===== config.mk =====
export PLATFORM = sky130hd
export DESIGN_NAME = cache_miss_ctrl
export DESIGN_NICKNAME = d
export VERILOG_FILES = /design/src/rtl/cache_miss_ctrl.sv
export SDC_FILE = /design/constraint.sdc
export NUM_CORES = 1
export LEC_CHECK = 0
export ABC_AREA = 1
export CAP_MARGIN = 10
export CORE_ASPECT_RATIO = 1.4
export CORE_MARGIN = 5
export CORE_UTILIZATION = 45
export CTS_BUF_LIST = sky130_fd_sc_hd__clkbuf_4 sky130_fd_sc_hd__clkbuf_8 sky130_fd_sc_hd__clkbuf_16
export DETAILED_ROUTE_END_ITERATION = 8
export PLACE_DENSITY_LB_ADDON = 0.08
export SLEW_MARGIN = 10
export SYNTH_ARGS = -nofsm -noshare
export SYNTH_HDL_FRONTEND = slang
export SYNTH_SLANG_ARGS = --single-unit

===== constraint.sdc =====
create_clock -name clk_i -period 2.6 [get_ports clk_i]
set_input_delay 0.39 -clock clk_i [delete_from_list [all_inputs] [get_ports clk_i]]
set_output_delay 0.39 -clock clk_i [all_outputs]
set_load 0.005 [all_outputs]

===== src/rtl/cache_miss_ctrl.sv =====
// ---------------------------------------------------------------------------
// cache_miss_ctrl
//
// Sequencing controller for one set-associative cache lookup path. It holds
// no tag or data storage. It classifies each CPU request as a hit or a miss,
// pulses the replacement unit's enable, writes back a dirty victim, refills
// the line one word at a time, then looks the line up again and responds.
//
// Ports
//   clk_i, rst_ni          clock, asynchronous active-low reset
//   cpu_req_i/we_i/addr_i  CPU request, sampled in IDLE only
//   cpu_ready_o            one-cycle completion pulse
//   hit/valid/dirty_line_i per-way status of the indexed set (from arrays)
//   repl_en_o, repl_line_i replacement-unit enable and one-hot victim
//   victim_addr_i          line base address of the way chosen by line_sel_o
//   line_sel_o             one-hot way select to the arrays
//   req_addr_o             latched CPU address (array index/tag)
//   word_idx_o             word within the line for fill/writeback
//   fill_we_o, tag_we_o    refill word write, tag write (valid=1, dirty=0)
//   dirty_set_o            mark selected way dirty (write hit)
//   mem_req/we/addr_o      memory word request, direction and byte address
//   mem_ack_i              memory completed the current word
//   hit_cnt_o, miss_cnt_o  saturating statistics counters
// ---------------------------------------------------------------------------
module cache_miss_ctrl #(
  parameter int unsigned SET_SIZE   = 4,
  parameter int unsigned LINE_WORDS = 4,
  parameter int unsigned ADDR_WIDTH = 32
) (
  input  logic                          clk_i,
  input  logic                          rst_ni,
  input  logic                          cpu_req_i,
  input  logic                          cpu_we_i,
  input  logic [ADDR_WIDTH-1:0]         cpu_addr_i,
  output logic                          cpu_ready_o,
  input  logic [SET_SIZE-1:0]           hit_line_i,
  input  logic [SET_SIZE-1:0]           valid_line_i,
  input  logic [SET_SIZE-1:0]           dirty_line_i,
  output logic                          repl_en_o,
  input  logic [SET_SIZE-1:0]           repl_line_i,
  input  logic [ADDR_WIDTH-1:0]         victim_addr_i,
  output logic [SET_SIZE-1:0]           line_sel_o,
  output logic [ADDR_WIDTH-1:0]         req_addr_o,
  output logic [$clog2(LINE_WORDS)-1:0] word_idx_o,
  output logic                          fill_we_o,
  output logic                          tag_we_o,
  output logic                          dirty_set_o,
  output logic                          mem_req_o,
  output logic                          mem_we_o,
  output logic [ADDR_WIDTH-1:0]         mem_addr_o,
  input  logic                          mem_ack_i,
  output logic [31:0]                   hit_cnt_o,
  output logic [31:0]                   miss_cnt_o
);

  localparam int unsigned WIDX_W = $clog2(LINE_WORDS);
  localparam int unsigned OFF_W  = $clog2(4 * LINE_WORDS);
  localparam logic [WIDX_W-1:0] LAST_WORD = WIDX_W'(LINE_WORDS - 1);

  typedef enum logic [2:0] {
    S_IDLE,
    S_LOOKUP,
    S_WRITEBACK,
    S_REFILL,
    S_RESPOND
  } state_e;

  state_e                  state_q,     state_d;
  logic [ADDR_WIDTH-1:0]   addr_q,      addr_d;
  logic                    we_q,        we_d;
  logic [SET_SIZE-1:0]     victim_q,    victim_d;
  logic [WIDX_W-1:0]       word_cnt_q,  word_cnt_d;
  // Set once the refill has completed, so the second lookup of the same
  // request does not count as another hit or miss.
  logic                    relookup_q,  relookup_d;
  logic [31:0]             hit_cnt_q,   hit_cnt_d;
  logic [31:0]             miss_cnt_q,  miss_cnt_d;
  logic                    cpu_ready_q, cpu_ready_d;
  logic                    repl_en_q,   repl_en_d;
  logic                    mem_req_q,   mem_req_d;
  logic                    mem_we_q,    mem_we_d;

  logic                    lookup_hit;
  logic                    victim_dirty;
  logic                    last_word;
  logic [ADDR_WIDTH-1:0]   word_off;
  logic [ADDR_WIDTH-1:0]   line_base;

  function automatic logic [31:0] sat_inc(input logic [31:0] v);
    return (&v) ? v : v + 32'd1;
  endfunction

  assign lookup_hit   = |hit_line_i;
  // Only a victim that is both valid and dirty needs writing back.
  assign victim_dirty = |(repl_line_i & valid_line_i & dirty_line_i);
  assign last_word    = (word_cnt_q == LAST_WORD);
  assign word_off     = ADDR_WIDTH'({word_cnt_q, 2'b00});
  assign line_base    = {addr_q[ADDR_WIDTH-1:OFF_W], {OFF_W{1'b0}}};

  // Next-state and next-register computation.
  // NOTE: every variable gets a default at the top of the block, so no path
  // leaves one unassigned and no latch is inferred.
  always_comb begin
    state_d    = state_q;
    addr_d     = addr_q;
    we_d       = we_q;
    victim_d   = victim_q;
    word_cnt_d = word_cnt_q;
    relookup_d = relookup_q;
    hit_cnt_d  = hit_cnt_q;
    miss_cnt_d = miss_cnt_q;

    unique case (state_q)
      S_IDLE: begin
        if (cpu_req_i) begin
          addr_d     = cpu_addr_i;
          we_d       = cpu_we_i;
          relookup_d = 1'b0;
          state_d    = S_LOOKUP;
        end
      end
      S_LOOKUP: begin
        if (lookup_hit) begin
          if (!relookup_q) hit_cnt_d = sat_inc(hit_cnt_q);
          state_d = S_RESPOND;
        end else begin
          victim_d = repl_line_i;
          if (!relookup_q) miss_cnt_d = sat_inc(miss_cnt_q);
          state_d = victim_dirty ? S_WRITEBACK : S_REFILL;
        end
      end
      S_WRITEBACK: begin
        if (mem_ack_i) begin
          // LINE_WORDS is a power of two, so the counter wraps to 0 itself.
          word_cnt_d = word_cnt_q + WIDX_W'(1);
          if (last_word) state_d = S_REFILL;
        end
      end
      S_REFILL: begin
        if (mem_ack_i) begin
          word_cnt_d = word_cnt_q + WIDX_W'(1);
          if (last_word) begin
            relookup_d = 1'b1;
            state_d    = S_LOOKUP;
          end
        end
      end
      S_RESPOND: state_d = S_IDLE;
      default:   state_d = S_IDLE;
    endcase

    // Moore outputs are registered from the next state so they are glitch
    // free and drop immediately with the asynchronous reset.
    cpu_ready_d = (state_d == S_RESPOND);
    repl_en_d   = (state_d == S_LOOKUP);
    mem_req_d   = (state_d == S_WRITEBACK) || (state_d == S_REFILL);
    mem_we_d    = (state_d == S_WRITEBACK);
  end

  // NOTE: sequential state uses non-blocking assignments only, so every flop
  // samples the pre-edge value of the others.
  // NOTE: every flop is reset, including the latched request registers,
  // so all outputs read 0 straight out of reset.
  always_ff @(posedge clk_i or negedge rst_ni) begin
    if (!rst_ni) begin
      state_q     <= S_IDLE;
      addr_q      <= '0;
      we_q        <= 1'b0;
      victim_q    <= '0;
      word_cnt_q  <= '0;
      relookup_q  <= 1'b0;
      hit_cnt_q   <= '0;
      miss_cnt_q  <= '0;
      cpu_ready_q <= 1'b0;
      repl_en_q   <= 1'b0;
      mem_req_q   <= 1'b0;
      mem_we_q    <= 1'b0;
    end else begin
      state_q     <= state_d;
      addr_q      <= addr_d;
      we_q        <= we_d;
      victim_q    <= victim_d;
      word_cnt_q  <= word_cnt_d;
      relookup_q  <= relookup_d;
      hit_cnt_q   <= hit_cnt_d;
      miss_cnt_q  <= miss_cnt_d;
      cpu_ready_q <= cpu_ready_d;
      repl_en_q   <= repl_en_d;
      mem_req_q   <= mem_req_d;
      mem_we_q    <= mem_we_d;
    end
  end

  // Outputs that follow array/memory inputs in the same cycle.
  always_comb begin
    line_sel_o  = '0;
    dirty_set_o = 1'b0;
    mem_addr_o  = '0;
    fill_we_o   = 1'b0;
    tag_we_o    = 1'b0;

    unique case (state_q)
      S_LOOKUP: begin
        if (lookup_hit) begin
          line_sel_o  = hit_line_i;
          dirty_set_o = we_q;
        end
      end
      S_WRITEBACK: begin
        line_sel_o = victim_q;
        mem_addr_o = victim_addr_i + word_off;
      end
      S_REFILL: begin
        line_sel_o = victim_q;
        mem_addr_o = line_base + word_off;
        fill_we_o  = mem_ack_i;
        // Tag is written together with the last data word.
        tag_we_o   = mem_ack_i & last_word;
      end
      default: ;
    endcase
  end

  assign cpu_ready_o = cpu_ready_q;
  assign repl_en_o   = repl_en_q;
  assign mem_req_o   = mem_req_q;
  assign mem_we_o    = mem_we_q;
  assign req_addr_o  = addr_q;
  assign word_idx_o  = word_cnt_q;
  assign hit_cnt_o   = hit_cnt_q;
  assign miss_cnt_o  = miss_cnt_q;

endmodule

==> out/metrics.yaml, run 1 <==
run_status:
  status: "finished, final reports clean"
clock_tree:
  tritoncts: "done"
  numCtsBuffers: 9
  cts_max_path_buffers: 2
  cts_root_buf: "clkbuf_16"
  clk_pin_slew_ns: 0.09
  htreeDepth: 3
  clkSinkCount: 111
  clk_latency_ns: 0.36
grt:
  grt_pass1_vias: 8014
  grt_max_degree: 71
  grt_pass1_wl_um: 40000
  antenna_found_initial: 0
  track_usage_pct: 25.6
  grt_overflow: 0
placement:
  dp.cells: 1619
  routabilityCongestion: 0.899
  dpl.hpwl_um: 19000
  placed_cell_area_um2: 10300
  port-buffer-count: 225
flow_run:
  maxCapViolations: 0
floorplan:
  rows: 56
  die_h_um: 163
  die_w_um: 119
  die_area_um2: 19500
  io_pins: 226
  initial_core_util_pct: 45.4
  coreArea_um2: 16600
detailed_routing:
  wl_met2_um: 12600
  postRouteAntennaNets: 0
  drtIter0Drc: 435
  wl_per_cell_um: 15.2
  drcViolationCount: 0
  postRouteWirelength_um: 25100
  top_layer: "met4"
  vias: 8112
  wl_met1_um: 10700
  viasPerCell: 4.92
  dr.pass1.iters: 5
  dr_wl_met3_um: 1270
pwr:
  p_per_area_nw_per_um2: 591
  power_leakage_nw: 5.32
  peakVddDrop_mv: 0.297
  finalPower_mw: 6.40
logic_synthesis:
  synth.net_count: 1249
  ys_types: 35
  synth_edf_count: 0
  syn_area_per_cell_um2: 6.51
  ys_warn_count: 0
  ys_seq_elements: 111
  netlist_area_um2: 7540
  syn_inst: 1158
  seq_area_frac_synth_pct: 36.9
  ys_async_sr_fraction_pct: 100
  synthFlopType: "dfrtp_1"
layout:
  n_antenna_cell: 0
  final_common_cell: "nand2_1"
  nNetsFinal: 1532
  areaGrowthSynthToFinish_pct: 43.6
  n_fill_cell: 1552
  utilization_pct: 65.2
  final_cell_mix: "nand2_1 (590), clkdlybuf4s50_1 (193), nor2_1 (141)"
  final_cells: 1649
  layout-drive-gt1-share_pct: 13.1
  final_area_um2: 10800
sta:
  slew_headroom_pct: 63.8
  hold_viol_final: 0
  finalMaxSlewViolations: 0
  fin_crit_ns: 2.53
  fmax_mhz: 395
  post-route-period-util_pct: 97.3
  rsz0062_at_grt: "yes"
  skew_ns: 0.0136
  setup_violations: 0
  worst_slew_pin_slew_ns: 0.542
worst_setup_path:
  max_stage_delay_ns: 0.42
  worst_path_max_delay_cell: "dfrtp_1"
  path_cells: "ha_4 -> fa_2 -> nand2_4 -> inv_4 -> nand3_4 -> buf_6 -> buf_6 -> nor2_4 -> xor2_1 -> nand2_1 -> nand2_1 -> buf_2"
  path_buf_inv: 4
  critPathMaxFanout: 3
  path_class: "reg -> out"
  worst_ep_arrival_time_ns: 2.14
  required_ns: 2.21
  crit_family: "adder cells"
  startpoint_type: "flop"
  cp-end-kind: "output port"
hold_path:
  hp-class: "in -> async"
kinds of logic (layout without fill, tap and decap cells):
logic type                 after synthesis  count (layout)  synth area share, %
DFF                                    111             111                 36.9
and+or+nand+nor                        875             875                 49.5
buffers and inverters                   92             380                 5.88
adders and majority gates                6               6                 1.10
AOI/OAI and AO/OA                       40              40                 2.76
xor gates and xnor gates                34              34                 3.95
synthesized netlist by cell type (all sizes together) (2+ instances only):
cell	instances	area share (%)
clkbuf	5	0.25
nand3b	27	2.7
dfrtp	111	37
xnor2	9	1.0
o21ai	28	1.9
inv	69	3.4
buf	17	2.1
xor2	25	2.9
or2	2	0.17
nand4	5	0.42
ha	5	0.83
nand2	623	32
nor2	165	9.8
a21oi	8	0.53
o22ai	2	0.17
nand3	50	3.8
nor3	2	0.20
power by group:
part           internal [mW]  switching (mW)  total (mW)
Clock                  0.679           0.704        1.38
Sequential              2.11           0.339        2.44
Combinational           1.28            1.29        2.57
Total                   4.07            2.33        6.40
layout make-up:
cell class / count / area, um2 / share of cell area (%)
clock buffers: 10 / 233 / 2.15
clock inverters: 6 / 53.8 / 0.497
inverters: 70 / 265 / 2.45
multi-input cells: 955 / 4480 / 41.4
flip-flops and latches: 111 / 2780 / 25.7
well taps: 203 / 254 / 2.35
repair buffers: 294 / 2760 / 25.5
state kept, by name (all words and copies together), names as in the netlist, 2 cells and up:
register and count:
req_addr_o 32, victim_q 4, word_idx_o 2, state_q 3, miss_cnt_o 32, hit_cnt_o 32
path summary, 6_finish.rpt:
kind / start / end / slack, ns / cells after the start
hold reg to reg: req_addr_o[1] / req_addr_o[1] / 0.48 / 2
min in group clk_i: req_addr_o[1] / req_addr_o[1] / 0.48 / 2
setup / recovery: word_idx_o[0] / mem_addr_o[16] / 0.07 / 12
hold / removal: rst_ni / req_addr_o[26] / 0.37 / 2
max in group asynchronous: rst_ni / state_q[0] / 1.47 / 3
setup reg to reg: hit_cnt_o[0] / hit_cnt_o[26] / 0.53 / 11
what timing repair did:
item                                    CTS  global route
setup buffers                            10             4
gates cloned                              1             0
hold endpoints to repair                  3             0
pin swaps                                13            15
endpoints found under the setup margin   29            27
hold buffers                              1             0
gates resized for setup                  84            48
stage by stage:
| stage | setup slack (ns) | hold WS (ns) | TNS, ns |
|---|---|---|---|
| after detailed placement | -0.475 | 0.204 | -8.68 |
| after global routing | -0.0405 | 0.366 | -0.0804 |
| after CTS | -0.0414 | 0.361 | -0.0795 |
| final | 0.0694 | 0.374 | 0 |
| after global placement | -0.459 | 0.205 | -7.64 |
| after floorplan | 0.466 | 0.0944 | 0 |
metal layers:
layer	up-vias	track usage (%)
li1	4144	-
met1	3708	31.3
met2	225	46.0
met3	35	4.23
met4	0	7.61
met5	-	0
Power figures use the tool's default switching activity.
==> run 2: changes to the inputs <==
--- a/config.mk
+++ b/config.mk
@@ -11,6 +11,7 @@
 export CORE_MARGIN = 5
 export CORE_UTILIZATION = 45
 export CTS_BUF_LIST = sky130_fd_sc_hd__clkbuf_4 sky130_fd_sc_hd__clkbuf_8 sky130_fd_sc_hd__clkbuf_16
+export CTS_CLUSTER_DIAMETER = 80
 export DETAILED_ROUTE_END_ITERATION = 8
 export PLACE_DENSITY_LB_ADDON = 0.08
 export SLEW_MARGIN = 10
==> results of run 2 <==
The final DEF is identical to that of run 1; final timing and power are the same.
